<file path="config.mk">
export PLATFORM = sky130hd
export DESIGN_NAME = log_event_mux
export DESIGN_NICKNAME = d
export VERILOG_FILES = /design/src/rtl/log_event_mux.sv
export SDC_FILE = /design/constraint.sdc
export NUM_CORES = 1
export LEC_CHECK = 0
export CORE_UTILIZATION = 58
export DETAILED_ROUTE_END_ITERATION = 7
export PLACE_DENSITY = 0.83
export SYNTH_ARGS = -nofsm -noshare
export SYNTH_HDL_FRONTEND = slang
export SYNTH_SLANG_ARGS = --single-unit
</file>
<file path="constraint.sdc">
create_clock -name clk -period 15.4 [get_ports clk]
set_input_delay 2.31 -clock clk [delete_from_list [all_inputs] [get_ports clk]]
set_output_delay 2.31 -clock clk [all_outputs]
set_load 0.1 [all_outputs]
</file>
<file path="src/rtl/log_event_mux.sv">
// Merges log events from several sources into one FIFO-buffered stream.
// It filters INFO events by verbosity and keeps saturating per-severity statistics.
module log_event_mux #(
    parameter int NUM_SRC    = 4,
    parameter int MSG_WIDTH  = 32,
    parameter int FIFO_DEPTH = 8,
    parameter int CNT_WIDTH  = 16,
    localparam int SRC_W     = (NUM_SRC > 1) ? $clog2(NUM_SRC) : 1
) (
    input  logic                         clk,
    input  logic                         rst,
    input  logic [NUM_SRC-1:0]           src_valid,
    output logic [NUM_SRC-1:0]           src_ready,
    input  logic [3*NUM_SRC-1:0]         src_level,
    input  logic [2*NUM_SRC-1:0]         src_sev,
    input  logic [MSG_WIDTH*NUM_SRC-1:0] src_msg,
    input  logic [2:0]                   cfg_verbosity,
    input  logic                         cnt_clear,
    output logic                         out_valid,
    input  logic                         out_ready,
    output logic [SRC_W-1:0]             out_src,
    output logic [2:0]                   out_level,
    output logic [1:0]                   out_sev,
    output logic [MSG_WIDTH-1:0]         out_msg,
    output logic [CNT_WIDTH-1:0]         cnt_warn,
    output logic [CNT_WIDTH-1:0]         cnt_error,
    output logic [CNT_WIDTH-1:0]         cnt_fatal,
    output logic [CNT_WIDTH-1:0]         cnt_drop,
    output logic                         fatal_seen
);

    localparam int AW    = $clog2(FIFO_DEPTH);
    localparam int ENT_W = SRC_W + 3 + 2 + MSG_WIDTH;

    logic [SRC_W-1:0]     rr_ptr;
    logic [SRC_W-1:0]     grant;
    logic                 found;
    logic [2:0]           g_level;
    logic [1:0]           g_sev;
    logic [MSG_WIDTH-1:0] g_msg;
    logic [2:0]           eff_verb;
    logic                 g_pass;
    logic                 hs;
    logic                 push;
    logic                 pop;
    logic                 fifo_full;

    logic [ENT_W-1:0]     mem [FIFO_DEPTH];
    logic [AW-1:0]        wr_ptr;
    logic [AW-1:0]        rd_ptr;
    logic [AW:0]          fifo_cnt;
    logic [ENT_W-1:0]     head;

    // Round-robin search begins at rr_ptr and takes the first valid source.
    always_comb begin
        int idx;
        idx   = 0;
        grant = rr_ptr;
        found = 1'b0;
        for (int k = 0; k < NUM_SRC; k++) begin
            idx = int'(rr_ptr) + k;
            if (idx >= NUM_SRC) idx = idx - NUM_SRC;
            if (!found && src_valid[SRC_W'(idx)]) begin
                grant = SRC_W'(idx);
                found = 1'b1;
            end
        end
    end

    assign g_level  = src_level[3*grant +: 3];
    assign g_sev    = src_sev[2*grant +: 2];
    assign g_msg    = src_msg[MSG_WIDTH*grant +: MSG_WIDTH];
    assign eff_verb = (cfg_verbosity > 3'd4) ? 3'd4 : cfg_verbosity;
    assign g_pass   = (g_sev != 2'd0) ||
                      ((eff_verb != 3'd0) && (g_level != 3'd0) && (g_level <= eff_verb));

    assign fifo_full = (fifo_cnt == (AW+1)'(FIFO_DEPTH));
    assign out_valid = (fifo_cnt != '0);

    // Filtered events are never stored, so they drain even when the FIFO is full.
    always_comb begin
        src_ready = '0;
        if (!rst) src_ready[grant] = g_pass ? !fifo_full : 1'b1;
    end

    assign hs   = src_valid[grant] & src_ready[grant];
    assign push = hs & g_pass;
    assign pop  = out_valid & out_ready;

    always_ff @(posedge clk) begin
        if (rst) rr_ptr <= '0;
        else if (hs) rr_ptr <= (int'(grant) == NUM_SRC - 1) ? '0 : grant + 1'b1;
    end

    always_ff @(posedge clk) begin
        if (push) mem[wr_ptr] <= {grant, g_level, g_sev, g_msg};
    end

    always_ff @(posedge clk) begin
        if (rst) begin
            wr_ptr   <= '0;
            rd_ptr   <= '0;
            fifo_cnt <= '0;
        end else begin
            if (push) wr_ptr <= wr_ptr + 1'b1;
            if (pop)  rd_ptr <= rd_ptr + 1'b1;
            if (push && !pop)      fifo_cnt <= fifo_cnt + 1'b1;
            else if (!push && pop) fifo_cnt <= fifo_cnt - 1'b1;
        end
    end

    assign head = mem[rd_ptr];
    assign {out_src, out_level, out_sev, out_msg} = out_valid ? head : '0;

    function automatic logic [CNT_WIDTH-1:0] sat_inc(input logic [CNT_WIDTH-1:0] v);
        return (&v) ? v : v + 1'b1;
    endfunction

    always_ff @(posedge clk) begin
        if (rst || cnt_clear) begin
            cnt_warn  <= '0;
            cnt_error <= '0;
            cnt_fatal <= '0;
            cnt_drop  <= '0;
        end else if (hs) begin
            case (g_sev)
                2'd1:    cnt_warn  <= sat_inc(cnt_warn);
                2'd2:    cnt_error <= sat_inc(cnt_error);
                2'd3:    cnt_fatal <= sat_inc(cnt_fatal);
                default: if (!g_pass) cnt_drop <= sat_inc(cnt_drop);
            endcase
        end
    end

    always_ff @(posedge clk) begin
        if (rst) fatal_seen <= 1'b0;
        else if (hs && (g_sev == 2'd3)) fatal_seen <= 1'b1;
    end

endmodule

</file>
**After elaboration in Yosys (flattened, before gate mapping)**

Memories as Yosys holds them, arrays and structs flattened. A register that Yosys moved wholly into a read port is not among the register bits.
Index checks and enable logic that the tools add are counted.

- Bits in registers: 77
- RAM bits: 312
- Input port bits: 159
- Output and inout bits: 109
- Memories kept: 1

Memories:

| memory | words | bits a word | rd ports | clocked after memory_dff | write ports | line | RTL |
|---|---|---|---|---|---|---|---|
| mem | 8 | 39 | 1 | 1 | 1 | 48 | `logic [ENT_W-1:0] mem [FIFO_DEPTH];` |

- Add/sub/neg operators: 16
- Multiply operators: 1
- Order comparisons: 12
- Equal/unequal tests: 5
- Shift-type cells: 3
- Mux-type cells: 40
- Bitwise logic cells: 10
- Reduce and logical (&&, ||, !) cells: 31

Operator list:

| kind | number |
|---|---|
| variable part select 128 x 8 -> 32 bit | 1 |
| adder 16 x 1 -> 16 bit, second input constant | 4 |
| AND reduction 16 bit | 4 |
| 2-to-1 mux 39 bit | 1 |
| 2-to-1 mux 2 bit | 9 |
| 2-to-1 mux 1 bit | 17 |
| less-than comparator 2 x 4 -> 1 bit, second input constant | 4 |
| binary-select mux 1 bit (select 2 bit) | 6 |
| 2-to-1 mux 4 bit | 3 |
| variable part select 12 x 5 -> 3 bit | 1 |
| >= comparator 3 bit, second input constant | 3 |
| logical AND 1 bit | 9 |
| 2-to-1 mux 3 bit | 3 |
| AND reduction 3 bit | 3 |
| variable part select 8 x 4 -> 2 bit | 1 |
| subtractor 2 x 1 -> 2 bit, second input constant | 4 |
| adder 2 x 2 -> 3 bit, second input constant | 2 |
| adder 3 x 1 -> 3 bit, second input constant | 2 |
| zero test 1 bit | 6 |
| inverter 1 bit | 6 |
| nonzero test 3 bit | 2 |
| adder 4 x 1 -> 4 bit, second input constant | 1 |
| bitwise AND 4 bit | 1 |
| equality test 2 x 1 -> 1 bit, second input constant | 2 |
| other kinds (18) | 23 |

**Depth between registers and ports, before layout**

- Depth in word-level cells: 32
- Depth in mapped cells: 24

**Worst setup path before layout**

OpenSTA, ideal clock, no wires.

- Path type: input-to-reg
- From: input src_valid[0]
- To: memory mem[1][0] (netlist name), enable pin
- Arrival: 9.014 ns
- Setup slack: 5.839 ns
- Stages on the path: 14
- Path buffers: 2
- Path through: nor2b_1 or4_4 buf_6 nand3_1 nand3_1 and2_1 ha_1 a21oi_1 mux2i_1 a221o_1 o2111ai_4 buf_6 nand2_4 nor4b_1

- Cells in the longest elaborated chain, start to end: 28
- Elaborated cells between the ends (all ways): 50

RTL lines:

| what | line | RTL |
|---|---|---|
| start: declaration | 12 | `input logic [NUM_SRC-1:0] src_valid,` |
| binary-select mux 1 bit (select 2 bit) | 63 | `if (!found && src_valid[SRC_W'(idx)]) begin` |
| 2-to-1 mux 1 bit (not written as such) (2 in series) | 63 |  |
| 2-to-1 mux 1 bit | 63 |  |
| zero test 1 bit | 63 |  |
| logical AND 1 bit | 63 |  |
| 2-to-1 mux 1 bit | 63 |  |
| zero test 1 bit | 63 |  |
| logical AND 1 bit | 63 |  |
| [6 not listed] | - |  |
| named net g_level[2] | 38 | `logic [2:0] g_level;` |
| [5 not listed] | - |  |
| bitwise AND 4 bit (no line) | - |  |
| 2-to-1 mux 4 bit | 83 | `if (!rst) src_ready[grant] = g_pass ? !fifo_full : 1'b1;` |
| binary-select mux 1 bit (select 2 bit) | 86 | `assign hs = src_valid[grant] & src_ready[grant];` |
| 2-to-1 mux 1 bit (not written as such) | 86 |  |
| bitwise AND 1 bit | 86 |  |
| bitwise AND 1 bit * | 87 | `assign push = hs & g_pass;` |
| 2-to-1 mux 1 bit * | 96 | `if (push) mem[wr_ptr] <= {grant, g_level, g_sev, g_msg};` |
| 2-to-1 mux 1 bit (not written as such) * | 96 |  |
| end: declaration | 48 |  |

Mark *: on every way through the listed nets, which the timed path passes. The select of a mux whose other input is x is not followed.

**Final worst setup path**

- From: input src_valid[2]
- To: output src_ready[3]

- Cells in the longest elaborated chain, start to end: 22
- Elaborated cells between the ends (all ways): 42

RTL lines:

| what | line | RTL |
|---|---|---|
| binary-select mux 1 bit (select 2 bit) | 63 |  |
| 2-to-1 mux 1 bit (not written as such) (2 in series) | 63 |  |
| 2-to-1 mux 1 bit | 63 |  |
| zero test 1 bit | 63 |  |
| logical AND 1 bit | 63 |  |
| 2-to-1 mux 1 bit | 63 |  |
| zero test 1 bit | 63 |  |
| logical AND 1 bit | 63 |  |
| [5 not listed] | - |  |
| variable part select 12 x 5 -> 3 bit * | 70 | `assign g_level = src_level[3*grant +: 3];` |
| named net g_level[2] | 38 |  |
| parallel branches: the longest is 2 deep, another holds less-or-equal comparator 3 bit | - |  |
| logical AND 1 bit * | 75 | `((eff_verb != 3'd0) && (g_level != 3'd0) && (g_level <= eff_verb));` |
| logical OR 1 bit * | 74 | `assign g_pass = (g_sev != 2'd0) \|\|` |
| 2-to-1 mux 1 bit * | 83 |  |
| bitwise AND 4 bit (no line) * | - |  |
| 2-to-1 mux 4 bit * | 83 |  |
| end: declaration | 13 | `output logic [NUM_SRC-1:0] src_ready,` |

Marks and branches as above.

==> out/metrics.yaml <==
status: "complete, no violations"
syn_area_mm2: 0.0172
final_antenna_net_count: 0
worstPathCellList: "clkdlybuf4s50_1 > nor2b_1 > o21ai_0 > o211a_2 > buf_4 > inv_1 > nand3_1 > and2_1 > ha_1 > a21oi_1 > mux2i_1 > a221o_1 > o2111ai_4 > and2_1 > nor3b_1 > clkdlybuf4s50_1"
synth_area_leaders: "edfxtp_1 (54%), mux4_2 (10%), dfxtp_1 (9.3%)"
fill_cells: 1693
final_cell_mix: "edfxtp_1 (312), clkdlybuf4s50_1 (267), nand2_1 (168)"
area_growth_pct: 25.8
pin_count: 268
port_buffers: 267
rr_worst_depth: 18
max_freq_mhz: 108
rows: 62
grt_pass1_vias: 11763
p_leak_nw: 7.18
grt_max_degree: 79
async_reset_ff_share_pct: 0
synth.largest_area_cell: "edfxtp_1"
cts_made_buffers: 39
fin_crit_sh_pct: 59.9
finish.utilization_pct: 74.9
critPathKind: "in2out"
combinationalPowerShare_pct: 40.6
layout_commonest_cell: "edfxtp_1"
tightest_slew_ps: 1180
yosys_warnings: 0
die_x_um: 174
finalSetupViolCount: 0
maxCapViolations: 0
sw_frac_of_total_pct: 40.6
arrival_ps: 6920
min_period_ps: 9230
vias: 11680
fin_ws_ps: 6170
clkPwrFrac_pct: 25.4
drc: 0
path_delay_family: "buffers and inverters"
cts_setup_buffers: 0
power.switching_mw: 1.63
skew_ps: 11.8
pre_cts_ws_ps: 6260
post-dp-hpwl_mm: 25.8
rsz0062_at_grt: "no"
synthCells: 1242
path_max_fanout: 50
cts_root_buf: "clkbuf_16"
ir_drop_uv: 105
required_ps: 13090
cts_tree: "yes"
cp_num_buf_inv: 4
r2r_end: "mem[5][34]$_DFFE_PP_"
whs_path_depth: 2
antennaDiodeCount: 0
hold_path.class: "reg2reg"
drt_iter0_drc: 1159
ctsResizeCount: 0
fin_nets: 1671
finalMaxSlewViolations: 0
place_congestion: 0.834
p_total_mw: 4.02
reg2reg_setup_slack_ps: 9990
synth-edff-count: 312
relSlewSlack_pct: 21.3
seqPwrFrac_pct: 33.9
p_per_area_mw_per_mm2: 185
worstSetupStartpointType: "primary input"
insertion_delay_ps: 530
synth_top_area_share_pct: 54.4
crit_path_max_incr_delay_ps: 1020
clk_pin_slew_ps: 60
grt_overflow: 0
hold_viol: 0
yosysSeqAreaShare_pct: 63.7
grt_first_pass_wirelength_mm: 66.6
endpoint_kind: "output pin"
coreArea_mm2: 0.0289
post_route_cells_drive_above_1_share_pct: 13.5
dr.pass1.iters: 7
p_int_mw: 2.39
wl_mm: 44.0
ys_ff_latch: 392
hp-start: "cnt_error[6]$_SDFFE_PP0P_"
reg2reg_from: "rr_ptr[0]$_SDFFE_PP0P_"
antenna_found_initial: 1
start_util_pct: 59.5
hold_buffers: 0
cts_sinks: 392
cts_buffer_depth: 3
worstHoldEndpoint: "cnt_error[6]$_SDFFE_PP0P_"
syn_nets: 1417
die_area_mm2: 0.0304
ys_types: 61
setup_tns_ps: 0
grt.total_usage_pct: 29.0
synth_ff_type: "edfxtp_1"
die_h_um: 174
via_per_inst: 6.12
synth_area_per_cell_um2: 13.9
post_drt_wl_per_cell_um: 23.1
cpMaxStageDelayCell: "clkdlybuf4s50_1"
htree_levels: 2
==> registers in the layout, summed over array words and instances (netlist names), 3 cells and up, named ones only <==
name and count:
rd_ptr 3, fifo_cnt 4, wr_ptr 3, mem 312
cnt_fatal 16, cnt_warn 16, cnt_error 16, cnt_drop 16
==> kinds of logic after synthesis <==
kind of cell | after synthesis | share of synthesized area (%)
xor+xnor | 49 | 2.49
buf+inv | 89 | 2.15
simple gates | 465 | 13.4
fa+ha+maj | 16 | 1.21
mux | 125 | 12.9
flops | 392 | 63.7
compound gates | 106 | 4.09
==> layer usage <==
metal / up-vias / track usage, % / part of all wire (%) / wire [um]
li1: 5195 / - / - / -
met1: 5739 / 36.1 / 37 / 16400
met2: 632 / 50.8 / 51 / 22500
met3: 112 / 5.51 / 8.5 / 3750
met4: 2 / 9.83 / 2.9 / 1300
met5: - / 0 / 0.030 / 13
==> cell type report <==
class | instances | area (um^2) | area share, %
clock buffer | 48 | 1100 | 5.09
timing repair buffer | 286 | 2820 | 13.0
clock inverter | 22 | 290 | 1.34
sequential | 392 | 11000 | 50.7
inverter | 16 | 61.3 | 0.283
multi-input combinational | 761 | 5930 | 27.4
tap | 384 | 480 | 2.22
==> power groups by stage <==
stage	clock network [mW]	registers, mW	logic, mW
after CTS	1.03	1.36	1.63
after global routing	1.07	1.37	1.70
after detailed placement	0	1.38	1.62
after global placement	0	1.38	1.59
after floorplan	0	1.34	1.24
final	1.02	1.36	1.63
==> how the worst max path moves through the flow <==
stage | startpoint | endpoint | depth (start not counted)
after CTS | src_valid[2] | src_ready[3] | 16
final | src_valid[2] | src_ready[3] | 16
after global placement | src_valid[2] | src_ready[2] | 16
after floorplan | src_valid[0] | mem[1][0]$_DFFE_PP_ | 14
after detailed placement | src_valid[2] | src_ready[3] | 16
after global routing | src_valid[3] | src_ready[2] | 16
==> synthesized netlist by cell type, drive strengths merged, types with 21 or more instances <==
master and number:
nand3 48, nand4 21, buf 26, mux4 78, xor2 27, nor2 112, xnor2 22, edfxtp 312
nand2 172, dfxtp 80, o21ai 24, a21oi 23, and3 48, clkbuf 47, a31oi 35, mux2i 47
==> tightest hold or removal path: cells and delay by family, from the launching register on <==
kind | cells | cell delay, ps
compound gates | 2 | 120
flops | 1 | 330
==> through the flow <==
| step | std cells | hold WS [ps] | cell area (um^2) |
|---|---|---|---|
| 2_1_floorplan | 1242 | 454 | 17200 |
| 4_1_cts | 1909 | 496 | 21700 |
| 5_1_grt | 1909 | 531 | 21700 |
| 6_report | 1909 | 494 | 21700 |
| 3_5_place_dp | 1839 | 478 | 20300 |
| 3_3_place_gp | 1839 | 456 | 20300 |
Power figures use the tool's default switching activity.
